[src/rtl/req_arb4_pkg.sv]
// Shared constants and FSM state encoding for the req_arb4 grant sequencer.
package req_arb4_pkg;
    localparam int REQ_N = 4;
    localparam int IDX_W = 2;

    typedef enum logic [1:0] {
        ST_IDLE  = 2'd0,
        ST_OFFER = 2'd1,
        ST_BUSY  = 2'd2
    } state_e;
endpackage

[src/rtl/req_arb4_pri_enc.sv]
// 4-input fixed-priority encoder: index 3 wins, nonzero_o flags any set input.
module pri_enc4
    import req_arb4_pkg::*;
(
    input  logic [REQ_N-1:0] din_i,
    output logic [IDX_W-1:0] index_o,
    output logic             nonzero_o
);
    always_comb begin
        index_o   = 2'd0;
        nonzero_o = |din_i;
        if (din_i[3])      index_o = 2'd3;
        else if (din_i[2]) index_o = 2'd2;
        else if (din_i[1]) index_o = 2'd1;
        else               index_o = 2'd0;
    end
endmodule

[src/rtl/req_arb4.sv]
// Sticky request collector with valid/ready grant and busy hold until done.
// Optional forced release after TIMEOUT busy cycles: define REQ_ARB4_TIMEOUT_EN.
//
// state    | meaning
// ST_IDLE  | waiting for any pending request
// ST_OFFER | grant offered on gnt_valid/gnt_index, waiting for gnt_ready
// ST_BUSY  | granted requester in service, waiting for done (or timeout)
module req_arb4
    import req_arb4_pkg::*;
#(
    parameter int TIMEOUT = 200,
    parameter int TO_W    = 8
) (
    input  logic             clk,
    input  logic             rst,
    input  logic [REQ_N-1:0] req,
    output logic             gnt_valid,
    output logic [IDX_W-1:0] gnt_index,
    input  logic             gnt_ready,
    input  logic             done,
    output logic             busy,
    output logic [REQ_N-1:0] pending,
    output logic             timeout
);
    if (TIMEOUT >= (2 ** TO_W) || TIMEOUT < 1) begin : g_bad_cfg
        $error("req_arb4: TIMEOUT must be in 1 .. 2**TO_W-1");
    end

    state_e           state_q, state_d;
    logic [IDX_W-1:0] idx_q, idx_d;
    logic [REQ_N-1:0] pend_q, pend_d;
    logic [REQ_N-1:0] clr_mask;
    logic [IDX_W-1:0] enc_idx;
    logic             enc_nz;

    pri_enc4 u_enc (
        .din_i     (pend_q),
        .index_o   (enc_idx),
        .nonzero_o (enc_nz)
    );

`ifdef REQ_ARB4_TIMEOUT_EN
    logic [TO_W-1:0] cnt_q, cnt_d;
    logic            to_q, to_d;
`endif

    always_comb begin
        state_d  = state_q;
        idx_d    = idx_q;
        clr_mask = '0;
`ifdef REQ_ARB4_TIMEOUT_EN
        cnt_d    = cnt_q;
        to_d     = 1'b0;
`endif
        case (state_q)
            ST_IDLE: begin
                if (enc_nz) begin
                    idx_d   = enc_idx;
                    state_d = ST_OFFER;
                end
            end
            ST_OFFER: begin
                if (gnt_ready) begin
                    clr_mask = 4'b0001 << idx_q;
                    state_d  = ST_BUSY;
`ifdef REQ_ARB4_TIMEOUT_EN
                    cnt_d    = '0;
`endif
                end
            end
            ST_BUSY: begin
                if (done) begin
                    state_d = ST_IDLE;
                end
`ifdef REQ_ARB4_TIMEOUT_EN
                // Last allowed busy cycle: done on this same edge is a normal completion.
                else if (cnt_q == TO_W'(TIMEOUT - 1)) begin
                    state_d = ST_IDLE;
                    to_d    = 1'b1;
                end else begin
                    cnt_d = cnt_q + 1'b1;
                end
`endif
            end
            default: state_d = ST_IDLE;
        endcase
        // A new request on the accepting edge survives the clear.
        pend_d = (pend_q & ~clr_mask) | req;
    end

    always_ff @(posedge clk or posedge rst) begin
        if (rst) begin
            state_q <= ST_IDLE;
            idx_q   <= '0;
            pend_q  <= '0;
        end else begin
            state_q <= state_d;
            idx_q   <= idx_d;
            pend_q  <= pend_d;
        end
    end

`ifdef REQ_ARB4_TIMEOUT_EN
    always_ff @(posedge clk or posedge rst) begin
        if (rst) begin
            cnt_q <= '0;
            to_q  <= 1'b0;
        end else begin
            cnt_q <= cnt_d;
            to_q  <= to_d;
        end
    end
    assign timeout = to_q;
`else
    assign timeout = 1'b0;
`endif

    assign gnt_valid = (state_q == ST_OFFER);
    assign busy      = (state_q == ST_BUSY);
    assign gnt_index = idx_q;
    assign pending   = pend_q;
endmodule

[config.mk]
export PLATFORM = sky130hd
export DESIGN_NAME = req_arb4
export DESIGN_NICKNAME = d
export VERILOG_FILES = /design/src/rtl/req_arb4_pkg.sv /design/src/rtl/req_arb4_pri_enc.sv /design/src/rtl/req_arb4.sv
export SDC_FILE = /design/constraint.sdc
export NUM_CORES = 1
export LEC_CHECK = 0
export BUFFER_PORTS_ARGS = -buffer_cell sky130_fd_sc_hd__buf_4
export CAP_MARGIN = 20
export CORE_AREA = 2 2 39 41
export CTS_CLUSTER_DIAMETER = 80
export DETAILED_ROUTE_END_ITERATION = 10
export DIE_AREA = 0 0 41 43
export HOLD_SLACK_MARGIN = 0.12
export SYNTH_ARGS = -nofsm -noshare
export SYNTH_HDL_FRONTEND = slang
export SYNTH_HIERARCHICAL = 1
export SYNTH_SLANG_ARGS = --single-unit
[constraint.sdc]
create_clock -name clk -period 4.69 [get_ports clk]
set_clock_uncertainty 0.05 [all_clocks]
set_input_delay 0.469 -clock clk [delete_from_list [all_inputs] [get_ports clk]]
set_output_delay 0.469 -clock clk [all_outputs]
set_load 0.1 [all_outputs]
==> results of run 1 <==
-- sequential cells by signal, summed over array words and instances (netlist names) --
name       cells
pending        4
gnt_index      2
state_q        2
-- layout by cell type, fill, tap and decap left out, types with 2 or more instances in the layout --
cell type  count
a21oi_1        3
a31oi_1        2
buf_4         15
clkbuf_4       3
dfrtp_1        8
inv_1          5
mux2_2         2
nor2_1         6
-- cells in the mapped netlist (all sizes together) --
master / n
a21o: 1
a21oi: 3
a22o: 1
a31oi: 2
and2b: 2
and4b: 1
and4bb: 1
buf: 1
conb: 1
dfrtp: 8
inv: 5
mux2: 2
nand2b: 1
nor2: 6
nor3b: 1
or2: 1
or2b: 1
or3: 1
-- power groups by stage --
stage / Sequential [mW] / Combinational [mW] / Clock (mW)
after detailed placement: 0.107 / 0.213 / 0
after global routing: 0.108 / 0.221 / 0.0598
after CTS: 0.106 / 0.214 / 0.0556
final: 0.105 / 0.212 / 0.0532
after global placement: 0.107 / 0.213 / 0
after floorplan: 0.160 / 0.120 / 0
-- routing by layer --
layer	part of all wire (%)	GRT usage, %	vias to the layer above
met1	48	13.5	139
met5	0	0	-
met4	0	10.0	0
li1	-	-	161
met2	41	13.1	15
met3	9.9	3.14	0
-- critical path: stages (launching register included) --
cell and delay (ps):
dfrtp_1 420, and2b_4 270, buf_4 280
-- worst min-delay path by stage --
stage	start	endpoint	slack, ps
3_5_place_dp	rst	pending[1]$_DFF_PP0_	400
2_1_floorplan	rst	gnt_index[0]$_DFFE_PP0P_	230
3_3_place_gp	rst	pending[1]$_DFF_PP0_	390
6_report	rst	pending[1]$_DFF_PP0_	120
5_1_grt	rst	gnt_index[0]$_DFFE_PP0P_	140
4_1_cts	rst	pending[1]$_DFF_PP0_	130
-- cells by family after synthesis --
family / after synthesis
other: 1
buffers and inverters: 6
multiplexers: 2
flip-flops: 8
AND/OR/NAND/NOR: 15
AO/OA/AOI/OAI: 7
-- final cells by class --
| cell class | instances | area, um2 |
|---|---|---|
| multi-input cells | 25 | 171 |
| well taps | 16 | 20.0 |
| inverters | 5 | 18.8 |
| clock buffers | 3 | 22.5 |
| repair buffers | 15 | 113 |
| flip-flops and latches | 8 | 200 |
| fillers | 152 | 838 |
==> results_dict.tcl, run 1 <==
set metrics [dict create \
    ctsResizeCount 0 \
    hp-class "input pin to async pin" \
    reg2reg_from "pending[3]$_DFF_PP0_" \
    hold_viol 0 \
    place_hpwl_um 583 \
    worstSetupStartpoint "state_q[1]$_DFFE_PP0P_" \
    syn_avg_cell_area_um2 10.2 \
    seq_area_frac_synth_pct 50.3 \
    die_h_um 43 \
    h-tree-depth 1 \
    setup_violations 0 \
    vias_per_cell 4.38 \
    pwr-share-clk_pct 14.4 \
    ff2ff_setup_slack_ps 3100 \
    start_util_pct 28.8 \
    wl_per_cell_um 10.8 \
    dp.cells 69 \
    swShare_pct 52.4 \
    grt_pass1_vias 282 \
    portBuffers 15 \
    cts.sinks 8 \
    rr_endpoint "gnt_index[0]$_DFFE_PP0P_" \
    path_max_fanout 6 \
    cts_setup_buffers 0 \
    yosys-top-cells-area "dfrtp_1 50%, mux2_2 5.7%, nor2_1 5.7%" \
    peakVddDrop_uv 522 \
    synth_top_area_cell "dfrtp_1" \
    grt_pass1_wl_um 1170 \
    syn-num-nets 47 \
    utilization_pct 39.4 \
    grt_max_degree 9 \
    finalCritPeriodShare_pct 37.2 \
    endpoint "gnt_valid" \
    cts_buffers 3 \
    fp.dieArea_mm2 0.00176 \
    setup_ws_ps 2950 \
    start_kind "flop" \
    synthCells 39 \
    synth-simple-area-share_pct 25.5 \
    place_congestion 0.645 \
    netlist_area_um2 398 \
    design_area_um2 546 \
    wirelength_um 776 \
    cap_viol_max_count 0 \
    power_mw 0.371 \
    grt_usage_pct 10.5 \
    clock_latency_ps 250 \
    muxShareOfSynthArea_pct 5.66 \
    p_int_mw 0.176 \
    ys_seq_elements 8 \
    antenna_cells 0 \
    drv_slew 0 \
    ff2ff_path_depth 4 \
    num_rows 14 \
    p_comb_share_pct 57.2 \
    drtPass1Iterations 4 \
    ant_nets 0 \
    die_w_um 41 \
    synth.top_cell.area_share_pct 50.3 \
    rsz0062_at_grt "false" \
    core_mm2 0.00138 \
    holdBufCountCts 0 \
    vias 315 \
    cts_tree "done" \
    power.leakage_nw 0.255 \
    pre_cts_ws_ps 3130 \
    num_io_pins 17 \
    drive_gt1_share_pct 41.1 \
    finalSetupTns_ps 0 \
    layout.cells.non_filler 72 \
    clk_pin_slew_ps 60 \
    drt_iter0_drc 1 \
    status "finished, final reports clean" \
    synth-xor-area-share_pct 0 \
    cts_max_path_buffers 2 \
    clock.fmax_ghz 0.573 \
    worst_setup_path_end_kind "output pin" \
    whs_ps 122 \
    antenna_found_initial 0 \
    dpl-instance-area_um2 523 \
    p_seq_share_pct 28.4 \
    overflow 0 \
    ys_types 19 \
    syn_to_final_growth_pct 37.1 \
    yosys_warnings 6 \
    synth_top_family_by_area "simple AND/OR/NAND/NOR gates" \
    synth_compound_area_share_pct 11.0 \
    drc 0 \
    layout_min_cycle_time_ps 1740 \
    cts-root-buf "clkbuf_4" \
    cp.required_ps 4170 \
    synth_adder_area_share_pct 0 \
    pwr_density_cell_mw_per_mm2 680 \
    fin_nets 66 \
    arrival_ps 1230 \
    critPathKind "flop to output pin" \
    p_switching_mw 0.194 \
]
Note: power is estimated with default switching activity, not from simulation.
==> run 2, diff against run 1 <==
--- a/config.mk
+++ b/config.mk
@@ -5,6 +5,7 @@
 export SDC_FILE = /design/constraint.sdc
 export NUM_CORES = 1
 export LEC_CHECK = 0
+export ABC_AREA = 1
 export BUFFER_PORTS_ARGS = -buffer_cell sky130_fd_sc_hd__buf_4
 export CAP_MARGIN = 20
 export CORE_AREA = 2 2 39 41
==> constraint.sdc (replaced) <==
create_clock -name clk -period 1.65 [get_ports clk]
set_clock_uncertainty 0.05 [all_clocks]
set_input_delay 0.165 -clock clk [delete_from_list [all_inputs] [get_ports clk]]
set_output_delay 0.165 -clock clk [all_outputs]
set_load 0.1 [all_outputs]
==> run 2 against run 1 <==
Effect of this change: first-iteration DRC count rose to 6.0 times the previous value; final area rose by 19%; setup slack got worse by 2800 ps; clock-buffer cell count did not move.
==> results_dict.tcl, run 2 <==
set metrics [dict create \
    crit_buf_inv 3 \
    cpPeakStageDelay_ps 570 \
    grt_pass1_vias 360 \
    num_io_pins 17 \
    setup_violations 0 \
    num_rows 14 \
    synth_top_area_cell "dfrtp_1" \
    worst_setup_path_end_kind "flop" \
    drive_gt1_share_pct 28.4 \
    die_h_um 43 \
    hp-class "input pin to async pin" \
    drtPass1Iterations 4 \
    design_area_um2 647 \
    start_util_pct 30.1 \
    cts_tree "done" \
    worstSetupStartpoint "done" \
    clk_pin_slew_ps 50 \
    path_max_fanout 1 \
    reg2reg_from "state_q[0]$_DFFE_PP0P_" \
    antenna_cells 0 \
    netlist_area_um2 417 \
    cp.depth 4 \
    synthArstFlopShare_pct 100 \
    layout_min_cycle_time_ps 1460 \
    syn_avg_cell_area_um2 7.44 \
    synth_common_cells "15 x inv_1, 15 x nand2_1, 8 x dfrtp_1" \
    largest_register_ffs 4 \
    grt_pass1_wl_um 1400 \
    critPathMostFrequentCell "dlygate4sd3_1" \
    ant_nets 0 \
    yosys-top-cells-area "dfrtp_1 48%, inv_1 14%, nand2_1 14%" \
    rsz0062_at_grt "false" \
    critPathKind "input pin to flop" \
    layout_common_cells "15 x inv_1, 15 x nand2_1, 15 x buf_4" \
    die_w_um 41 \
    ys.flop_type "dfrtp_1" \
    dp.cells 86 \
    drv_slew 0 \
    wirelength_um 829 \
    ctsResizeCount 0 \
    clock.fmax_ghz 0.685 \
    finalCritPeriodShare_pct 88.5 \
    cts_max_path_buffers 2 \
    vias 398 \
    cp.required_ps 1790 \
    cts.sinks 8 \
    vias_per_cell 4.10 \
    place_congestion 0.721 \
    cp_top_family "buffers and inverters" \
    core_mm2 0.00138 \
    drt_iter0_drc 6 \
    cp_slowest_cell "dlygate4sd3_1" \
    status "finished, final reports clean" \
    layout.cells.non_filler 97 \
    start_kind "input pin" \
    place_hpwl_um 655 \
    yosys_warnings 6 \
    seq_area_frac_synth_pct 48.0 \
    grt_usage_pct 11.9 \
    syn_to_final_growth_pct 55.3 \
    fin_nets 91 \
    portBuffers 15 \
    overflow 0 \
    finalSetupTns_ps 0 \
    ys_types 14 \
    arrival_ps 1590 \
    worstPathCellList "dlygate4sd3_1 > buf_4 > o31ai_1 > dlygate4sd3_1" \
    cap_viol_max_count 0 \
    cts_buffers 3 \
    grt_max_degree 9 \
    dpl-instance-area_um2 544 \
    fp.dieArea_mm2 0.00176 \
    cts-root-buf "clkbuf_4" \
    ff2ff_path_depth 5 \
    synth.top_cell.area_share_pct 48.0 \
    ys_seq_elements 8 \
    synth_edf_count 0 \
    clock_latency_ps 250 \
    antenna_found_initial 0 \
    wl_per_cell_um 8.55 \
    whs_ps 370 \
    drc 0 \
    h-tree-depth 1 \
    syn-num-nets 64 \
    synthCells 56 \
    hold_viol 0 \
]
[run 2: changes by cell type after synthesis, sizes merged, moves of 2 or more]
cell   delta
inv      +11
o21ai     +3
a21oi     -3
and2b     -2
nand2    +15
mux2      -2
a31oi     -2
nand3     +5
[run 2: kinds of logic (layout without fill, tap and decap cells)]
logic type | count (synthesis) | in the layout | synth area share, %
and+or+nand+nor | 25 | 25 | 27.6
buffers and inverters | 17 | 42 | 16.2
AOI/OAI and AO/OA | 5 | 5 | 7.21
DFF | 8 | 8 | 48.0
other | 1 | 1 | 0.900
[run 2: area by class of cell]
type                            instances  area (um2)
Timing Repair Buffer                   23         193
Fill cell                             153         737
Sequential cell                         8         200
Multi-Input combinational cell         31         151
Tap cell                               16        20.0
Clock buffer                            3        22.5
Inverter                               16        60.1
[run 2: worst paths after layout]
check	slack, ps	to
worst max-delay path	190	state_q[1]$_DFFE_PP0P_
worst min-delay path	370	pending[0]$_DFF_PP0_
worst max register to register	250	state_q[1]$_DFFE_PP0P_
worst min register to register	450	pending[0]$_DFF_PP0_
max in group asynchronous	950	gnt_index[1]$_DFFE_PP0P_
min in group clk	450	pending[0]$_DFF_PP0_
[run 2: worst register-to-register path: cells and delay by family (launching register included)]
kind                   cells  cell delay, ps
AO/OA/AOI/OAI              1              60
buffers and inverters      2             640
flip-flops                 1             400
AND/OR/NAND/NOR            2             190
[run 2: through the flow]
step	setup slack (ps)	util (%)
floorplan	90.8	-
global placement	557	39.3
detailed placement	544	39.3
CTS	202	46.7
global route	150	46.7
finish	191	46.7
[run 2: layer usage]
metal | vias to the layer above | wire (um) | track usage, %
met5 | - | 0 | 0
met4 | 0 | 8 | 8.00
met3 | 2 | 31 | 3.14
met2 | 8 | 425 | 17.2
met1 | 178 | 363 | 14.8
li1 | 210 | - | -
[run 2: repair_timing]
action | CTS | global route
endpoints found under the hold margin | 14 | 0
hold buffers | 8 | 0
buffers inserted | 0 | 0
Power of run 2 is left out: the tool's default activity adds up to more than one toggle a clock period on the data nets, which glitch-free logic cannot reach.
